<file path="src/rtl/vga_sprite_engine.sv">
// VGA timing generator with a double-buffered sprite table fetched from BRAM port B.
// Define VGA_CENTER_LINE_EN to draw the dashed centre net beneath the sprites.
module vga_sprite_engine #(
  parameter int H_ACTIVE    = 640,
  parameter int H_FP        = 16,
  parameter int H_SYNC      = 96,
  parameter int H_BP        = 48,
  parameter int V_ACTIVE    = 480,
  parameter int V_FP        = 10,
  parameter int V_SYNC      = 2,
  parameter int V_BP        = 33,
  parameter int CLK_DIV     = 2,
  parameter int NUM_SPRITES = 4,
  parameter int ADDR_W      = 16,
  parameter int BASE_ADDR   = 0
) (
  input  logic              clk,
  input  logic              reset,
  input  logic [15:0]       q_b,
  output logic [ADDR_W-1:0] addr_b,
  output logic [7:0]        VGA_R,
  output logic [7:0]        VGA_G,
  output logic [7:0]        VGA_B,
  output logic              hSync,
  output logic              vSync,
  output logic              bright,
  output logic              enable,
  output logic              sync,
  output logic              frame_start,
  output logic              load_done
);

  localparam int H_TOTAL      = H_ACTIVE + H_FP + H_SYNC + H_BP;
  localparam int V_TOTAL      = V_ACTIVE + V_FP + V_SYNC + V_BP;
  localparam int H_SYNC_START = H_ACTIVE + H_FP;
  localparam int H_SYNC_END   = H_ACTIVE + H_FP + H_SYNC;
  localparam int V_SYNC_START = V_ACTIVE + V_FP;
  localparam int V_SYNC_END   = V_ACTIVE + V_FP + V_SYNC;
  localparam int DIV_W        = (CLK_DIV > 1) ? $clog2(CLK_DIV) : 1;
  localparam int SPR_W        = (NUM_SPRITES > 1) ? $clog2(NUM_SPRITES) : 1;

  typedef struct packed {
    logic       en;
    logic [2:0] color;
    logic [9:0] x;
    logic [9:0] y;
    logic [7:0] w;
    logic [7:0] h;
  } sprite_t;

  typedef enum logic [1:0] {IDLE, ISSUE, CAPTURE, DONE} fetch_state_e;

  logic [DIV_W-1:0]  divCnt_q, divCnt_d;
  logic              enable_q, enable_d;
  logic [10:0]       hCount_q, hCount_d;
  logic [10:0]       vCount_q, vCount_d;
  logic              hSync_q, hSync_d;
  logic              vSync_q, vSync_d;
  logic              bright_q, bright_d;
  logic [2:0]        rgb_q, rgb_d;
  fetch_state_e      state_q, state_d;
  logic [SPR_W-1:0]  sprIdx_q, sprIdx_d;
  logic [1:0]        wordIdx_q, wordIdx_d;
  logic [ADDR_W-1:0] addr_q, addr_d;
  logic              pending_q, pending_d;
  logic              frameStart_q, frameStart_d;
  sprite_t           shadow_q [NUM_SPRITES];
  sprite_t           shadow_d [NUM_SPRITES];
  sprite_t           active_q [NUM_SPRITES];
  sprite_t           active_d [NUM_SPRITES];

  logic       lineEnd;
  logic       frameEnd;
  logic       wrap;
  logic       brightNow;
  logic [2:0] pixColor;

  // Bounds are widened to 11 bits so a sprite past the right/bottom edge clips instead of wrapping.
  function automatic logic spriteHit(input sprite_t s, input logic [10:0] hc, input logic [10:0] vc);
    logic [10:0] xEnd;
    logic [10:0] yEnd;
    xEnd = {1'b0, s.x} + {3'b000, s.w};
    yEnd = {1'b0, s.y} + {3'b000, s.h};
    return s.en && (s.w != 8'd0) && (s.h != 8'd0) &&
           ({1'b0, s.x} <= hc) && (hc < xEnd) &&
           ({1'b0, s.y} <= vc) && (vc < yEnd);
  endfunction

  assign lineEnd  = (hCount_q == 11'(H_TOTAL - 1));
  assign frameEnd = lineEnd && (vCount_q == 11'(V_TOTAL - 1));
  assign wrap     = enable_q && frameEnd;
  assign brightNow = (hCount_q < 11'(H_ACTIVE)) && (vCount_q < 11'(V_ACTIVE));

  always_comb begin
    divCnt_d = (divCnt_q == DIV_W'(CLK_DIV - 1)) ? '0 : divCnt_q + 1'b1;
    enable_d = (divCnt_d == DIV_W'(CLK_DIV - 1));
    hCount_d = hCount_q;
    vCount_d = vCount_q;
    if (enable_q) begin
      if (lineEnd) begin
        hCount_d = '0;
        vCount_d = frameEnd ? 11'd0 : vCount_q + 11'd1;
      end else begin
        hCount_d = hCount_q + 11'd1;
      end
    end
  end

  // Lower indices are applied last so they win; the net, if present, sits under every sprite.
  always_comb begin
    pixColor = 3'b000;
`ifdef VGA_CENTER_LINE_EN
    if (((hCount_q == 11'(H_ACTIVE / 2 - 1)) || (hCount_q == 11'(H_ACTIVE / 2))) && !vCount_q[4]) begin
      pixColor = 3'b111;
    end
`endif
    for (int i = NUM_SPRITES - 1; i >= 0; i--) begin
      if (spriteHit(active_q[i], hCount_q, vCount_q)) begin
        pixColor = active_q[i].color;
      end
    end
  end

  always_comb begin
    hSync_d  = hSync_q;
    vSync_d  = vSync_q;
    bright_d = bright_q;
    rgb_d    = rgb_q;
    if (enable_q) begin
      hSync_d  = !((hCount_q >= 11'(H_SYNC_START)) && (hCount_q < 11'(H_SYNC_END)));
      vSync_d  = !((vCount_q >= 11'(V_SYNC_START)) && (vCount_q < 11'(V_SYNC_END)));
      bright_d = brightNow;
      rgb_d    = brightNow ? pixColor : 3'b000;
    end
  end

  always_comb begin
    state_d   = state_q;
    sprIdx_d  = sprIdx_q;
    wordIdx_d = wordIdx_q;
    addr_d    = addr_q;
    shadow_d  = shadow_q;
    case (state_q)
      IDLE: begin
        if (enable_q && (hCount_q == 11'd0) && (vCount_q == 11'(V_ACTIVE))) begin
          state_d   = ISSUE;
          sprIdx_d  = '0;
          wordIdx_d = '0;
        end
      end
      ISSUE: state_d = CAPTURE;
      CAPTURE: begin
        case (wordIdx_q)
          2'd0: begin
            shadow_d[sprIdx_q].en    = q_b[15];
            shadow_d[sprIdx_q].color = q_b[14:12];
            shadow_d[sprIdx_q].x     = q_b[9:0];
          end
          2'd1: shadow_d[sprIdx_q].y = q_b[9:0];
          default: begin
            shadow_d[sprIdx_q].w = q_b[15:8];
            shadow_d[sprIdx_q].h = q_b[7:0];
          end
        endcase
        if (wordIdx_q != 2'd2) begin
          wordIdx_d = wordIdx_q + 2'd1;
          state_d   = ISSUE;
        end else if (sprIdx_q == SPR_W'(NUM_SPRITES - 1)) begin
          state_d = DONE;
        end else begin
          wordIdx_d = 2'd0;
          sprIdx_d  = sprIdx_q + 1'b1;
          state_d   = ISSUE;
        end
      end
      DONE:    state_d = IDLE;
      default: state_d = IDLE;
    endcase
    // Address is loaded on entry to ISSUE so the BRAM sees it during the ISSUE clk.
    if (state_d == ISSUE) begin
      addr_d = ADDR_W'(BASE_ADDR) + ADDR_W'(sprIdx_d) * ADDR_W'(3) + ADDR_W'(wordIdx_d);
    end
  end

  always_comb begin
    pending_d    = pending_q;
    active_d     = active_q;
    frameStart_d = wrap;
    if (wrap) begin
      pending_d = 1'b0;
      if (pending_q) begin
        active_d = shadow_q;
      end
    end
    if (state_q == DONE) begin
      pending_d = 1'b1;
    end
  end

  always_ff @(posedge clk) begin
    if (reset) begin
      divCnt_q     <= '0;
      enable_q     <= 1'b0;
      hCount_q     <= '0;
      vCount_q     <= '0;
      hSync_q      <= 1'b1;
      vSync_q      <= 1'b1;
      bright_q     <= 1'b0;
      rgb_q        <= 3'b000;
      state_q      <= IDLE;
      sprIdx_q     <= '0;
      wordIdx_q    <= '0;
      addr_q       <= ADDR_W'(BASE_ADDR);
      pending_q    <= 1'b0;
      frameStart_q <= 1'b0;
      for (int i = 0; i < NUM_SPRITES; i++) begin
        shadow_q[i] <= '0;
        active_q[i] <= '0;
      end
    end else begin
      divCnt_q     <= divCnt_d;
      enable_q     <= enable_d;
      hCount_q     <= hCount_d;
      vCount_q     <= vCount_d;
      hSync_q      <= hSync_d;
      vSync_q      <= vSync_d;
      bright_q     <= bright_d;
      rgb_q        <= rgb_d;
      state_q      <= state_d;
      sprIdx_q     <= sprIdx_d;
      wordIdx_q    <= wordIdx_d;
      addr_q       <= addr_d;
      pending_q    <= pending_d;
      frameStart_q <= frameStart_d;
      shadow_q     <= shadow_d;
      active_q     <= active_d;
    end
  end

  assign addr_b      = addr_q;
  assign VGA_R       = {8{rgb_q[2]}};
  assign VGA_G       = {8{rgb_q[1]}};
  assign VGA_B       = {8{rgb_q[0]}};
  assign hSync       = hSync_q;
  assign vSync       = vSync_q;
  assign bright      = bright_q;
  assign enable      = enable_q;
  assign sync        = 1'b0;
  assign frame_start = frameStart_q;
  assign load_done   = (state_q == DONE);

endmodule

</file>
<file path="config.mk">
export PLATFORM = sky130hd
export DESIGN_NAME = vga_sprite_engine
export DESIGN_NICKNAME = d
export VERILOG_FILES = /design/src/rtl/vga_sprite_engine.sv
export SDC_FILE = /design/constraint.sdc
export NUM_CORES = 1
export LEC_CHECK = 0
export BUFFER_PORTS_ARGS = -buffer_cell sky130_fd_sc_hd__buf_2
export CELL_PAD_IN_SITES_DETAIL_PLACEMENT = 0
export CELL_PAD_IN_SITES_GLOBAL_PLACEMENT = 1
export CORE_UTILIZATION = 45
export CTS_CLUSTER_SIZE = 14
export DETAILED_ROUTE_END_ITERATION = 16
export PLACE_DENSITY_LB_ADDON = 0.05
export REMOVE_ABC_BUFFERS = 1
export SETUP_SLACK_MARGIN = 0.5
export SLEW_MARGIN = 20
export SYNTH_ARGS = -nofsm -noshare
export SYNTH_HDL_FRONTEND = slang
export SYNTH_SLANG_ARGS = --single-unit
</file>
<file path="constraint.sdc">
create_clock -name clk -period 6.64 [get_ports clk]
set_input_delay 1.328 -clock clk [delete_from_list [all_inputs] [get_ports clk]]
set_output_delay 1.328 -clock clk [all_outputs]
set_load 0.03 [all_outputs]
</file>
==> implementation parameters <==
Parameter                              Value

CTS
  Clock root cell    clkbuf_16
  Insertion delay to the later sink of the worst-skew pair    580 ps
  Number of buffers between clock root and the deepest sink    3
  Number of buffers inserted during clock tree synthesis    42
  Hold-fix buffers at CTS    0
  Clock-pin slew of the registers on the worst-case setup and hold paths    60 ps
  Resized Gates After CTS    0
  Level count of the clock H-tree    2
  TritonCTS clock tree    done
  Setup Fix Bufs, Post-CTS    0
  Clock sink total    361

Routing
  DRT Wirelength    60400 µm
  Drc violations    0
  Number of detailed-routing iterations run before antenna repair    5
  DRT iter0 DRCs    1089
  Routed len/inst    20.0 µm
  Via-to-Cell Ratio    5.53
  Count of nets left with antenna violations after detail routing    0
  Via Count    16700

Die
  Row cnt    75
  Die Area    44200 µm²
  Initial cell density of the core    46.0%
  Number of top-level pins    65
  Height of the die    210 µm
  Std-Cell Core Area    42400 µm²
  Horizontal die dimension    210 µm

STA
  Post-route setup TNS    0 ps
  Worst hold margin    442 ps
  RSZ-0062 raised after global routing    false
  Highest attainable clock frequency    0.236 GHz
  Worst setup skew after layout    25.8 ps
  Measured slew at the worst slew-check pin    1150 ps
  Number of hold violations in the final report    0
  Count of final setup violators    0
  Post-layout min period    4230 ps
  Setup WS post-layout    2410 ps
  Fin crit share    63.8%
  Worst rel slew slack    23.5%
  Final slew viol count    0

Synth
  Cell taking the most area after synthesis    dfxtp_1
  Post-synthesis sequential area ratio    37.0%
  Top-area cell type share of the netlist area    37.0%
  Leading cell type by number of instances after synthesis    nand2_1
  Mean area per synthesized cell    8.00 µm²
  Post-synthesis instance area    19500 µm²
  Number of flops mapped to enable cells by yosys    0
  Number of instances in the synthesized netlist    2441
  Cell types occupying the most area after synthesis    dfxtp_1 (37%), ha_1 (15%), nand2_1 (13%)
  Yosys cell types    56
  Post-synthesis async set-or-reset flop share    0%
  Predominant post-synthesis flop cell    dfxtp_1
  Synthesized flop and latch total    361
  Synthesis warning total    0
  Top post-synthesis cells by count    nand2_1 (656), a21oi_1 (384), dfxtp_1 (361)

Place
  Final weighted congestion in routability-driven placement    0.880
  Area post-placement    19900 µm²
  Port buffer count    51
  Setup WS pre-CTS    2440 ps
  Number of placed instances, taps included    2943
  Post-DP HPWL    40200 µm

Critical path
  Largest fanout on the critical path    4
  Crit-path slowest cell    or4_1
  Setup crit end kind    flop
  Worst Setup Path Type    reg -> reg
  Maximum single-stage delay on the critical path    510 ps
  List of cells traversed by the critical path    ha_1, inv_1, fa_1, inv_1, a21oi_1, o21ai_0, a21o_1, a21oi_1, o21ai_0, xnor2_1, ha_1, a21oi_1, o22ai_1, a211oi_1, o211ai_1, or4_1, a311oi_1, o31ai_1
  Cell family with most CP delay    compound AO/OA/AOI/OAI gates
  Critical path arrival    4700 ps
  Critical path required time    7110 ps
  Count of buffering cells on the critical path with inverters included    2
  Cell occurring most often along the worst timing path    a21oi_1
  Crit path launch type    flop

Global route
  Maximum number of pins on one net before global-route repair    190
  First-pass GRT wire length    92500 µm
  Via count of the first global-routing pass    15600
  Initial antenna violation count    1
  GRT Overall Usage    27.5%
  Grt total ovfl    0

Power
  Worst vdd ir    169 µV
  Post-route total power    4.76 mW
  P_leak    8.47 nW
  Power Density    223 nW/µm²

Min path
  Hold Crit Class    reg -> reg

Cells and area
  Final standard cell count with taps included and fillers excluded    3020
  Growth of design area from synthesis to finish    9.41%
  Diode count    0
  FILL cells    4232
  Post-Layout Inst Area    21400 µm²
  Net count reported at finish    2668
  Ratio of cells with drive above 1 in the final layout    5.89%
  Post-layout util    50.4%

Run status
  Result of the run    finished, final reports clean

Job
  Number of maximum-capacitance violations    0
## path summary, 6_finish.rpt
path              cells past startpoint    startpoint      endpoint  slack, ps
setup / recovery                     18  active_q[56]      rgb_q[2]       2410
hold / removal                        2  shadow_q[75]  active_q[75]        440
setup reg to reg                     18  active_q[56]      rgb_q[2]       2410
hold reg to reg                       2  shadow_q[75]  active_q[75]        440
## cells by family (layout without fill, tap and decap cells)
family,after synthesis,after routing,share of synthesized area [%]
flip-flops,361,361,37.0
multiplexers,28,28,1.44
buffers and inverters,213,203,5.25
AO/OA/AOI/OAI,547,547,15.7
adder cells (fa/ha/maj),240,240,15.8
other,1,13,0.0192
XOR/XNOR,82,82,3.68
AND/OR/NAND/NOR,969,969,21.1
## metal layers
layer	GRT usage (%)	part of all wire, %	up-vias
li1	-	-	8282
met1	38.3	47	7982
met2	43.4	45	343
met3	4.63	4.9	92
met4	8.28	2.8	0
met5	0	0	-
## flip-flops by register name (all words and copies together) (netlist names)
register and cells:
rgb_q 3, hCount_q 11, addr_b 4, hSync 1, active_q 160, bright 1, pending_q 1, sprIdx_q 2
enable 1, shadow_q 160, vCount_q 11, frame_start 1, wordIdx_q 2, state_q 2, vSync 1
## area by class of cell
cell class | instances | area, µm² | share of cell area (%)
flip-flops and latches | 361 | 7230 | 33.8
clock inverters | 16 | 189 | 0.884
well taps | 577 | 722 | 3.38
inverters | 64 | 240 | 1.12
multi-input cells | 1879 | 11400 | 53.1
clock buffers | 61 | 1270 | 5.93
repair buffers | 62 | 373 | 1.74
## worst register-to-register path: cells and delay by family, from the launching register on
| family | cells | cell delay [ps] |
|---|---|---|
| xor gates and xnor gates | 1 | 180 |
| AOI/OAI and AO/OA | 11 | 2110 |
| buffers and inverters | 2 | 130 |
| adders and majority gates | 3 | 860 |
| DFF | 1 | 360 |
| and+or+nand+nor | 1 | 510 |
## placed cells by master, fill, tap and decap left out, drive strengths merged, types with 4 or more instances in the layout
cell type / count
a2111oi: 4
a211o: 5
a211oi: 18
a21o: 29
a21oi: 384
a22oi: 5
a41oi: 10
buf: 62
bufinv: 4
clkbuf: 61
clkinv: 11
conb: 13
dfxtp: 361
fa: 10
ha: 230
inv: 63
mux2i: 28
nand2: 656
nand2b: 14
nand3: 49
nand4: 30
nand4b: 6
nor2: 107
nor2b: 27
nor3: 28
nor4: 19
o211ai: 6
o21a: 9
o21ai: 40
o21bai: 14
o22ai: 6
o31ai: 4
or2: 5
or4: 7
xnor2: 43
xor2: 39
## power breakdown
group | leakage [nW] | switching (mW) | internal (mW) | total (mW)
Combinational | 4.85 | 0.112 | 0.0283 | 0.140
Sequential | 2.91 | 0.00789 | 2.17 | 2.18
Clock | 0.718 | 0.963 | 1.48 | 2.44
No activity file was read; power rests on OpenSTA's default activity.
